--- config.mk ---
export PLATFORM = sky130hd
export DESIGN_NAME = regfile_write_arbiter
export DESIGN_NICKNAME = d
export VERILOG_FILES = /design/src/rtl/regfile_pkg.sv /design/src/rtl/rr_arbiter.sv /design/src/rtl/regfile_write_arbiter.sv
export SDC_FILE = /design/constraint.sdc
export NUM_CORES = 1
export LEC_CHECK = 0
export ABC_CLOCK_PERIOD_IN_PS = 4300
export BUFFER_PORTS_ARGS = -buffer_cell sky130_fd_sc_hd__buf_4
export CAP_MARGIN = 25
export CORE_MARGIN = 3
export CORE_UTILIZATION = 40
export CTS_CLUSTER_SIZE = 16
export DETAILED_ROUTE_END_ITERATION = 12
export PLACE_DENSITY = 0.8
export SKIP_CTS_REPAIR_TIMING = 1
export SLEW_MARGIN = 20
export SYNTH_ARGS = -nofsm -noshare
export SYNTH_HDL_FRONTEND = slang
export SYNTH_HIERARCHICAL = 1
export SYNTH_SLANG_ARGS = --single-unit
--- constraint.sdc ---
create_clock -name clk -period 4.3 [get_ports clk]
set_clock_uncertainty 0.1 [all_clocks]
set_input_delay 0.43 -clock clk [delete_from_list [all_inputs] [get_ports clk]]
set_output_delay 0.43 -clock clk [all_outputs]
set_load 0.03 [all_outputs]
--- src/rtl/regfile_pkg.sv ---
// ---------------------------------------------------------------------------
// regfile_pkg
// Shared constants, types and helpers for the register-file write path.
//   DATA_W     register data width (18)
//   ADDR_W     register address width (4)
//   NUM_REGS   number of registers (16 = 2**ADDR_W)
//   reg_addr_t register address type
//   reg_data_t register data type
//   wrap_inc   modulo-n increment of a requester index
// ---------------------------------------------------------------------------
package regfile_pkg;

    localparam int DATA_W   = 18;
    localparam int ADDR_W   = 4;
    localparam int NUM_REGS = 16;

    typedef logic [ADDR_W-1:0] reg_addr_t;
    typedef logic [DATA_W-1:0] reg_data_t;

    function automatic int unsigned wrap_inc(input int unsigned idx, input int unsigned n);
        return (idx + 32'd1 >= n) ? 32'd0 : idx + 32'd1;
    endfunction

endpackage

--- src/rtl/rr_arbiter.sv ---
// ---------------------------------------------------------------------------
// rr_arbiter
// One-hot request arbiter for the register-file write port.
// Build option: RR_ARB_EN defined   -> round-robin, search starts at an
//                                      internal pointer and wraps modulo N;
//                                      pointer moves past the winner when
//                                      advance is high.
//               RR_ARB_EN undefined -> fixed priority, lowest index wins,
//                                      no pointer state.
// Ports:
//   clk      system clock, rising edge
//   rst_n    synchronous active-low reset (pointer -> 0)
//   req      per-requester request
//   advance  a grant was taken this cycle; update the pointer
//   grant    one-hot grant (all zero when no request)
// ---------------------------------------------------------------------------
module rr_arbiter
    import regfile_pkg::*;
#(
    parameter int N = 3
) (
    input  logic         clk,
    input  logic         rst_n,
    input  logic [N-1:0] req,
    input  logic         advance,
    output logic [N-1:0] grant
);

    localparam int IDX_W = (N > 1) ? $clog2(N) : 1;

`ifdef RR_ARB_EN
    logic [IDX_W-1:0] ptr;
    logic [IDX_W-1:0] ptr_next;

    // Walk the requesters starting at ptr; the first hit wins and the
    // candidate next pointer is the slot just after it.
    always_comb begin
        int unsigned idx;
        logic        found;
        grant    = '0;
        ptr_next = ptr;
        found    = 1'b0;
        idx      = 0;
        for (int unsigned k = 0; k < N; k++) begin
            idx = 32'(ptr) + k;
            if (idx >= N) begin
                idx = idx - N;
            end
            if (!found && req[idx[IDX_W-1:0]]) begin
                found                  = 1'b1;
                grant[idx[IDX_W-1:0]]  = 1'b1;
                ptr_next               = IDX_W'(wrap_inc(idx, N));
            end
        end
    end

    always_ff @(posedge clk) begin
        if (!rst_n) begin
            ptr <= '0;
        end else if (advance) begin
            ptr <= ptr_next;
        end
    end
`else
    logic unused_inputs;
    assign unused_inputs = ^{clk, rst_n, advance};

    always_comb begin
        logic found;
        grant = '0;
        found = 1'b0;
        for (int unsigned k = 0; k < N; k++) begin
            if (!found && req[k[IDX_W-1:0]]) begin
                found                = 1'b1;
                grant[k[IDX_W-1:0]]  = 1'b1;
            end
        end
    end
`endif

endmodule

--- src/rtl/regfile_write_arbiter.sv ---
// ---------------------------------------------------------------------------
// regfile_write_arbiter
// Shares the single register-file write port among NUM_REQ writeback
// sources (valid/ready), registers the granted write (1-cycle latency) and
// keeps a busy scoreboard of registers with pending writes for decode.
// Build option: RR_ARB_EN selects round-robin arbitration; when undefined
// the lowest-index requester always wins.
// Ports:
//   clk, rst_n                 clock, synchronous active-low reset
//   req_valid/addr/data        per-requester write request (slot-packed)
//   req_ready                  one-hot accept, combinational
//   rsv_valid, rsv_addr        decode reserves a destination register
//   read_register_1/2          decode operand addresses
//   rd_busy_1/2                operand has a pending write
//   write_register/data        register-file write port
//   reg_write                  register-file write enable
//   busy_vec                   scoreboard, bit n = register n pending
// ---------------------------------------------------------------------------
module regfile_write_arbiter #(
    parameter int NUM_REQ  = 3,
    parameter int DATA_W   = regfile_pkg::DATA_W,
    parameter int ADDR_W   = regfile_pkg::ADDR_W,
    parameter int NUM_REGS = regfile_pkg::NUM_REGS
) (
    input  logic                      clk,
    input  logic                      rst_n,
    input  logic [NUM_REQ-1:0]        req_valid,
    input  logic [NUM_REQ*ADDR_W-1:0] req_addr,
    input  logic [NUM_REQ*DATA_W-1:0] req_data,
    output logic [NUM_REQ-1:0]        req_ready,
    input  logic                      rsv_valid,
    input  logic [ADDR_W-1:0]         rsv_addr,
    input  logic [ADDR_W-1:0]         read_register_1,
    input  logic [ADDR_W-1:0]         read_register_2,
    output logic                      rd_busy_1,
    output logic                      rd_busy_2,
    output logic [ADDR_W-1:0]         write_register,
    output logic [DATA_W-1:0]         write_data,
    output logic                      reg_write,
    output logic [NUM_REGS-1:0]       busy_vec
);

    import regfile_pkg::*;

    localparam int IDX_W = (NUM_REQ > 1) ? $clog2(NUM_REQ) : 1;

    logic [NUM_REQ-1:0]  gated_req;
    logic [NUM_REQ-1:0]  grant;
    logic                grant_any;
    logic [ADDR_W-1:0]   sel_addr;
    logic [DATA_W-1:0]   sel_data;
    logic [NUM_REGS-1:0] busy;
    logic [NUM_REGS-1:0] busy_next;

    // Masking requests during reset keeps req_ready low and stops the
    // arbiter pointer from advancing on a write that will be dropped.
    assign gated_req = rst_n ? req_valid : '0;
    assign grant_any = |grant;
    assign req_ready = grant;

    rr_arbiter #(
        .N (NUM_REQ)
    ) u_arb (
        .clk     (clk),
        .rst_n   (rst_n),
        .req     (gated_req),
        .advance (grant_any),
        .grant   (grant)
    );

    // Grant is one-hot, so a plain select loop is sufficient.
    always_comb begin
        sel_addr = '0;
        sel_data = '0;
        for (int unsigned i = 0; i < NUM_REQ; i++) begin
            if (grant[i[IDX_W-1:0]]) begin
                sel_addr = req_addr[i*ADDR_W +: ADDR_W];
                sel_data = req_data[i*DATA_W +: DATA_W];
            end
        end
    end

    always_ff @(posedge clk) begin
        if (!rst_n) begin
            reg_write      <= 1'b0;
            write_register <= '0;
            write_data     <= '0;
        end else begin
            reg_write <= grant_any;
            if (grant_any) begin
                write_register <= sel_addr;
                write_data     <= sel_data;
            end
        end
    end

    // Clear before set: a same-edge reservation of the register being
    // written is a new reservation and must survive.
    always_comb begin
        busy_next = busy;
        if (grant_any) begin
            busy_next[sel_addr] = 1'b0;
        end
        if (rsv_valid) begin
            busy_next[rsv_addr] = 1'b1;
        end
    end

    always_ff @(posedge clk) begin
        if (!rst_n) begin
            busy <= '0;
        end else begin
            busy <= busy_next;
        end
    end

    assign busy_vec  = busy;
    assign rd_busy_1 = busy[read_register_1];
    assign rd_busy_2 = busy[read_register_2];

endmodule

==> impl_metrics.yaml, run 1 <==
outcome:
  status: "finished, final reports clean"
timing:
  maxSlewHeadroom_pct: 48.6
  layout_setup_ws_ns: 1.63
  drv_slew: 0
  final_hold_viol_count: 0
  setup_tns_ns: 0
  worstMarginPinSlew_ns: 0.769
  fmax_mhz: 374
  hold_ws_ns: 0.292
  fin_crit_ns: 2.67
  setup_viol: 0
  fin_crit_sh_pct: 62.2
  rsz0062_at_grt: "no"
drt:
  wl_per_cell_um: 16.1
  ant_nets: 0
  first_iter_violations: 230
  first_pass_iters: 4
  drc: 0
  vias_per_cell: 5.63
  routed_wirelength_um: 7200
  dr_total_vias: 2515
floorplan:
  rows: 27
  initial_core_util_pct: 42.5
  core_mm2: 0.00568
  dieArea_mm2: 0.00699
  fp.dieW_um: 83.6
  die_h_um: 83.6
  ioPinCount: 128
critical_path:
  critPathKind: "in -> out"
  critPathArrivalTime_ns: 2.14
  crit_chain: "buf_4 > and2_1 > nor2b_4 > buf_4 > buf_4"
  path_max_fanout: 44
  start_kind: "primary input"
  slowest_delay_ns: 0.49
  cp.required_ns: 3.77
  crit_top_cell: "buf_4"
  end_kind: "output pin"
  crit_slowest_cell: "nor2b_4"
  r2r_setup_slack_ns: 3.24
placement:
  finalWeightedCongestion: 0.864
  dp_slack_ns: 1.46
  place_inst: 439
  hpwl_um: 5370
  portBuffers: 127
power_and_ir_drop:
  power_density_mw_per_mm2: 266
  seqPwrFrac_pct: 43.0
  switching_share_pct: 31.3
  p_leak_nw: 1.49
  power_switching_w: 0.000287
  vdd_ir_drop_max_mv: 0.131
  intPower_w: 0.000629
  pwr-share-clk_pct: 26.7
  p_comb_share_pct: 30.3
clock_tree:
  numCtsBuffers: 5
  clkSinkCount: 39
  htree_levels: 2
  clk_latency_ns: 0.29
  max-clock-path-buffers: 2
  cts_root_buffer: "clkbuf_8"
  cts_tree: "done"
  path_clk_slew_ns: 0.07
global_routing:
  grt_start_max_net_pins: 45
  grt_first_pass_wirelength_um: 11800
  grt_pass1_vias: 2491
  track_usage_pct: 20.3
  antenna_found_initial: 0
  grt_overflow: 0
logic_synthesis:
  netlist_area_mm2: 0.00241
  syn_area_per_cell_um2: 9.34
  synth_warnings: 6
  synthCells: 258
  syn-num-nets: 342
run:
  cap_violations: 0
worst_hold_path:
  holdCritPathClass: "in -> reg"
final_layout:
  stdcell_count: 447
  diodes: 0
  areaGrowthSynthToFinish_pct: 43.1
  layout-drive-gt1-share_pct: 41.1
  nNetsFinal: 458
critical path, delay by kind of cell:
| family | cells | cell delay (ns) |
|---|---|---|
| buffers and inverters | 3 | 0.94 |
| AND/OR/NAND/NOR | 2 | 0.76 |
flip-flops by register name, summed over array words and instances (netlist names):
signal	flops
write_register	4
reg_write	1
busy_vec	16
write_data	18
placed cells by master (no fill, tap or decap), drive strengths merged, types with 2 or more instances in the layout:
cell	count
buf	132
dfxtp	39
a21oi	30
and2	21
nor3b	21
nand2	19
o21ai	19
a22oi	18
o22ai	12
nor2b	10
mux4	10
clkbuf	6
nand3b	4
nor4bb	4
nor4b	4
nand2b	3
nor2	2
and4b	2
and4bb	2
nand4b	2
inv	2
a32o	2
power by group through the flow:
stage / logic, W / registers (W) / clock network (W)
floorplan: 0.000123 / 0.000440 / 0
global placement: 0.000273 / 0.000402 / 0
detailed placement: 0.000278 / 0.000402 / 0
CTS: 0.000279 / 0.000394 / 0.000248
global route: 0.000302 / 0.000397 / 0.000261
finish: 0.000278 / 0.000394 / 0.000244
cell type report:
class / instances / area [um2]
Clock inverter: 2 / 12.5
Tap cell: 72 / 90.1
Fill cell: 512 / 2230
Clock buffer: 6 / 72.6
Timing Repair Buffer: 132 / 991
Inverter: 2 / 7.51
Sequential cell: 39 / 781
Multi-Input combinational cell: 194 / 1500
layer usage:
layer,wire (um),global-route usage [%],vias to the layer above
met1,2820,23.9,1189
met3,757,7.50,10
li1,-,-,1205
met2,3520,34.2,111
met4,95,6.14,0
met5,0,0,-
final timing paths:
check           startpoint            end  cells past startpoint
max                  rst_n   req_ready[1]                      5
min            rsv_addr[1]   busy_vec[15]                      2
max reg2reg  write_data[3]  write_data[3]                      4
min reg2reg    busy_vec[9]    busy_vec[9]                      2
metrics by stage:
stage | area [um2] | power [W] | util, %
2_1_floorplan | 2410 | 0.000563 | -
3_3_place_gp | 3360 | 0.000675 | 59.3
3_5_place_dp | 3360 | 0.000680 | 59.3
4_1_cts | 3450 | 0.000921 | 60.8
5_1_grt | 3450 | 0.000961 | 60.8
6_report | 3450 | 0.000916 | 60.8
Note: power is estimated with default switching activity, not from simulation.
==> inputs of run 2 (changes only) <==
ABC_AREA = 1   (was not set)
ABC_CLOCK_PERIOD_IN_PS = 2300   (was 4300)
PLACE_DENSITY = 0.83   (was 0.8)
clock period = 2.3 ns   (was 4.3 ns; I/O delays follow)
==> impl_metrics.yaml, run 2 <==
timing:
  final_hold_viol_count: 0
  fmax_mhz: 580
  worstMarginPinSlew_ns: 0.698
  setup_viol: 0
  drv_slew: 0
  fin_crit_sh_pct: 75.0
  rsz0062_at_grt: "no"
  fin_crit_ns: 1.73
  setup_tns_ns: 0
  maxSlewHeadroom_pct: 53.4
  hold_ws_ns: 0.0967
worst_hold_path:
  holdCritPathClass: "in -> reg"
drt:
  topRoutingLayerUsed: "met4"
  routed_wirelength_um: 7520
  routedLengthMet1_um: 3150
  dr_wl_met3_um: 430
  wl_per_cell_um: 13.4
  ant_nets: 0
  dr_wl_met2_um: 3860
  first_pass_iters: 4
  vias_per_cell: 5.09
  drc: 0
  dr_total_vias: 2868
  first_iter_violations: 199
floorplan:
  die_h_um: 83.4
  ioPinCount: 128
  core_mm2: 0.00564
  fp.dieW_um: 83.4
  rows: 27
  dieArea_mm2: 0.00695
  initial_core_util_pct: 42.5
clock_tree:
  htree_levels: 2
  clkSinkCount: 39
  cts_tree: "done"
  max-clock-path-buffers: 2
  clk_latency_ns: 0.29
  numCtsBuffers: 5
  path_clk_slew_ns: 0.09
  cts_root_buffer: "clkbuf_8"
logic_synthesis:
  synth_flop_cell: "dfxtp_1"
  syn-num-nets: 455
  yosys.area.top_type: "dfxtp_1"
  synth.area.top_cells: "dfxtp_1 (33%), nand2_1 (20%), a21oi_1 (11%)"
  synth_edf_count: 0
  synth_top_cells_by_count: "nand2_1 (127), a21oi_1 (55), dfxtp_1 (39), inv_1 (29), o21ai_0 (26)"
  synthArstFlopShare_pct: 0
  yosys.area.top_type_share_pct: 32.6
  synth.ff_latch_count: 39
  yosysSeqAreaShare_pct: 32.6
  syn_area_per_cell_um2: 6.46
  netlist_area_mm2: 0.00240
  yosysUniqueCellTypes: 22
  synth_warnings: 6
  yosysMostFrequentCell: "nand2_1"
  synthCells: 371
power_and_ir_drop:
  vdd_ir_drop_max_mv: 0.358
  power_density_mw_per_mm2: 521
  p_leak_nw: 1.63
critical_path:
  crit_top_cell: "nand2_1"
  path_buf_inv: 3
  cp.required_ns: 2.36
  crit_chain: "buf_4 > nand2_1 > inv_1 > nor2_1 > inv_1 > nand2_1 > nand2_1 > nand2_1 > nand2_2 > nor2_2 > nand2_1 > nand2_1 > a21oi_2"
  critPathArrivalTime_ns: 1.79
  critPathTopFamily: "simple AND/OR/NAND/NOR gates"
  start_kind: "primary input"
  crit_slowest_cell: "nor2_1"
  end_kind: "flip-flop"
  path_max_fanout: 8
  critPathKind: "in -> reg"
  slowest_delay_ns: 0.44
final_layout:
  diodes: 0
  nFillCells: 531
  layout_common_cells: "buf_4 (134), nand2_1 (127), a21oi_1 (55)"
  final_common_cell: "buf_4"
  largest_reg_flops: 18
  nNetsFinal: 574
  top_register: "write_data"
  layout-drive-gt1-share_pct: 35.6
  areaGrowthSynthToFinish_pct: 43.9
placement:
  hpwl_um: 6060
  finalWeightedCongestion: 0.891
  portBuffers: 127
global_routing:
  grt_first_pass_wirelength_um: 12100
  grt_overflow: 0
  grt_start_max_net_pins: 24
  track_usage_pct: 21.0
  grt_pass1_vias: 2627
  antenna_found_initial: 0
outcome:
  status: "finished, final reports clean"
run:
  cap_violations: 0
run 2: cell count changes in the layout (fill, tap and decap cells not counted), moves of 9 or more:
cell,previous run,this run
a21oi_1,25,55
a21oi_2,2,12
a22oi_1,18,0
and2_1,21,0
inv_1,2,29
nand2_1,19,127
nand3_1,0,15
nor2_1,2,11
nor2b_1,9,0
nor3b_1,19,0
o211ai_1,0,12
o22ai_1,12,0
run 2: through the flow:
| stage | instance area (um2) | power [W] | setup WS [ns] | utilization (%) | instances |
|---|---|---|---|---|---|
| after floorplan | 2400 | 0.00109 | 0.269 | - | 371 |
| after global placement | 3360 | 0.00131 | 0.387 | 59.5 | 555 |
| after detailed placement | 3360 | 0.00132 | 0.336 | 59.5 | 555 |
| after CTS | 3450 | 0.00181 | 0.582 | 61.1 | 563 |
| after global routing | 3450 | 0.00189 | 0.369 | 61.1 | 563 |
| final | 3450 | 0.00180 | 0.575 | 61.1 | 563 |
run 2: final timing paths:
path / startpoint / endpoint / slack, ns / depth (start not counted)
max: rst_n / busy_vec[14] / 0.57 / 13
min: req_data[47] / write_data[11] / 0.1 / 3
max reg2reg: busy_vec[10] / busy_vec[10] / 1.52 / 2
min reg2reg: write_data[1] / write_data[1] / 0.37 / 2
run 2: logic make-up (layout without fill, tap and decap cells):
kind of cell	after synthesis	count (layout)	synth area share (%)
buffers and inverters	54	174	10.7
AOI/OAI and AO/OA	108	108	26.8
and+or+nand+nor	170	170	29.9
DFF	39	39	32.6
run 2: final cells by class:
type	count	area, um2	share of cell area (%)
multi-input cells	278	1360	39.4
repair buffers	134	1010	29.2
flip-flops and latches	39	781	22.6
inverters	32	120	3.48
well taps	72	90.1	2.61
clock buffers	5	68.8	2.00
clock inverters	3	23.8	0.689
run 2: power by group:
| part | switching [W] | total, W | internal (W) |
|---|---|---|---|
| Sequential | 0.0000243 | 0.000741 | 0.000717 |
| Combinational | 0.000328 | 0.000568 | 0.000240 |
| Clock | 0.000272 | 0.000489 | 0.000217 |
run 2: tightest hold or removal path: cells and delay by family:
family                 cells  cell delay [ns]
buffers and inverters      1             0.07
AO/OA/AOI/OAI              2             0.17
run 2: layer usage:
layer  track usage [%]  vias up
met5                 0        -
met4              5.35        0
met3              4.37        6
met2              37.6       86
met1              25.3     1331
li1                  -     1445
==> inputs of run 3 (changes only) <==
ABC_AREA = 0   (was 1)
ABC_CLOCK_PERIOD_IN_PS = 1600   (was 2300)
PLACE_DENSITY = 0.8   (was 0.83)
clock period = 1.6 ns   (was 2.3 ns; I/O delays follow)
==> impl_metrics.yaml, run 3 (synthesis results as in run 1) <==
outcome:
  status: "finished with violations"
  violations: "negative setup slack"
global_routing:
  grtUsageMet2_pct: 35.7
  grt_first_pass_wirelength_um: 11800
  track_usage_pct: 20.3
  grt_util_met3_pct: 4.44
  grt_overflow: 0
  grt_use_met1_pct: 25.3
  grt_start_max_net_pins: 39
  grt_pass1_vias: 2485
  antenna_found_initial: 0
  grt-busiest-layer: "met2"
critical_path:
  start_kind: "flip-flop"
  critPathArrivalTime_ns: 1.75
  r2r_start: "write_data[4]"
  critPathKind: "reg -> out"
  slowest_delay_ns: 0.49
  crit_slowest_cell: "mux4_1"
  cp.required_ns: 1.34
  end_kind: "output pin"
  crit_chain: "mux4_1 > mux4_2 > buf_6"
  path_max_fanout: 3
  crit_path_start: "busy_vec[5]"
floorplan:
  ioPinCount: 128
  fp.dieW_um: 83.6
  rows: 27
  initial_core_util_pct: 42.5
  core_mm2: 0.00568
  dieArea_mm2: 0.00699
  die_h_um: 83.6
clock_tree:
  numCtsBuffers: 5
  cts_root_buffer: "clkbuf_8"
  htree_levels: 2
  path_clk_slew_ns: 0.07
  cts_tree: "done"
  clk_latency_ns: 0.29
  clkSinkCount: 39
  max-clock-path-buffers: 2
placement:
  portBuffers: 127
  dp_slack_ns: -0.448
  finalWeightedCongestion: 0.882
  hpwl_um: 5820
  post_dp_cell_area_mm2: 0.00363
final_layout:
  nFillCells: 404
  top_register: "write_data"
  multiInputGateArea_mm2: 0.00172
  layout-drive-gt1-share_pct: 56.0
  layout_common_cells: "buf_4 (161), dfxtp_1 (33), a21oi_1 (22)"
  design_area_mm2: 0.00418
  nNetsFinal: 513
  diodes: 0
  largest_reg_flops: 18
  areaGrowthSynthToFinish_pct: 73.4
  final_common_cell: "buf_4"
  seqCellArea_um2: 788
timing:
  maxSlewHeadroom_pct: 70.0
  rsz0062_at_grt: "yes"
  final_hold_viol_count: 0
  fin_crit_ns: 2.01
  drv_slew: 0
  worstMarginPinSlew_ns: 0.450
  layout_setup_ws_ns: -0.407
  setup_viol: 19
  fmax_mhz: 498
  fin_crit_sh_pct: 125
drt:
  first_iter_violations: 247
  ant_nets: 0
  routed_wirelength_um: 9260
  first_pass_iters: 4
  drc: 0
  vias_per_cell: 5.58
  dr_total_vias: 2802
  wl_per_cell_um: 18.4
worst_hold_path:
  hold_start: "rsv_addr[1]"
  holdCritPathClass: "in -> reg"
power_and_ir_drop:
  p_leak_nw: 1.80
  switching_share_pct: 32.1
  power_switching_w: 0.000878
  pwr-share-clk_pct: 24.0
  p_comb_share_pct: 37.2
  intPower_w: 0.00186
  vdd_ir_drop_max_mv: 0.450
  power_density_mw_per_mm2: 654
  seqPwrFrac_pct: 38.7
run:
  cap_violations: 0
-- run 3: cell count changes in the layout (fill, tap and decap cells not counted), moves of 9 or more --
| cell | before | now |
|---|---|---|
| nor2_1 | 11 | 2 |
| inv_1 | 29 | 2 |
| o211ai_1 | 12 | 0 |
| a22oi_1 | 0 | 18 |
| buf_4 | 134 | 161 |
| a21oi_2 | 12 | 2 |
| buf_6 | 0 | 17 |
| nand2_1 | 127 | 19 |
| nand3_1 | 15 | 0 |
| mux4_2 | 0 | 9 |
| a21oi_1 | 55 | 22 |
| o22ai_1 | 0 | 11 |
| and2_1 | 0 | 18 |
| nor3b_1 | 0 | 19 |
-- run 3: path summary, 6_finish.rpt --
check                                         end  slack, ns  depth (start not counted)
worst max-delay path                    rd_busy_2      -0.41                          3
worst min-delay path                 busy_vec[15]       0.02                          2
worst max register to register      write_data[4]       0.50                          4
worst min register to register  write_register[2]       0.42                          2
-- run 3: per-layer routing --
| layer | routed length (um) | part of all wire (%) |
|---|---|---|
| met4 | 167 | 1.8 |
| met1 | 3600 | 39 |
| met3 | 606 | 6.5 |
| met5 | 0 | 0 |
| met2 | 4890 | 53 |
-- run 3: critical path, delay by kind of cell (launching register included) --
| kind | cells | cell delay (ns) |
|---|---|---|
| multiplexers | 2 | 0.96 |
| flip-flops | 1 | 0.34 |
| buffers and inverters | 1 | 0.15 |
-- run 3: final cells by class --
class / instances / area share, %
clock buffer: 7 / 1.83
sequential: 39 / 18.9
multi-input combinational: 198 / 41.2
clock inverter: 1 / 0.120
inverter: 2 / 0.180
timing repair buffer: 183 / 35.7
tap: 72 / 2.16
-- run 3: per-stage QoR --
step | std cells | setup TNS, ns | util [%] | total power, W | hold slack, ns
6_report | 502 | -2.13 | 73.6 | 0.00273 | 0.0173
5_1_grt | 502 | -3.09 | 73.6 | 0.00285 | 0.0240
3_3_place_gp | 467 | -6.57 | 63.9 | 0.00187 | 0.309
3_5_place_dp | 467 | -9.15 | 63.9 | 0.00189 | 0.315
4_1_cts | 475 | -1.17 | 65.4 | 0.00252 | 0.0137
2_1_floorplan | 258 | -16.48 | - | 0.00153 | 0.194
-- run 3: power by group through the flow --
stage          Combinational (W)  Sequential [W]  Clock, W
2_1_floorplan           0.000348         0.00118         0
3_3_place_gp            0.000793         0.00108         0
3_5_place_dp            0.000809         0.00108         0
4_1_cts                 0.000810         0.00106  0.000651
5_1_grt                  0.00108         0.00106  0.000705
6_report                 0.00102         0.00106  0.000657
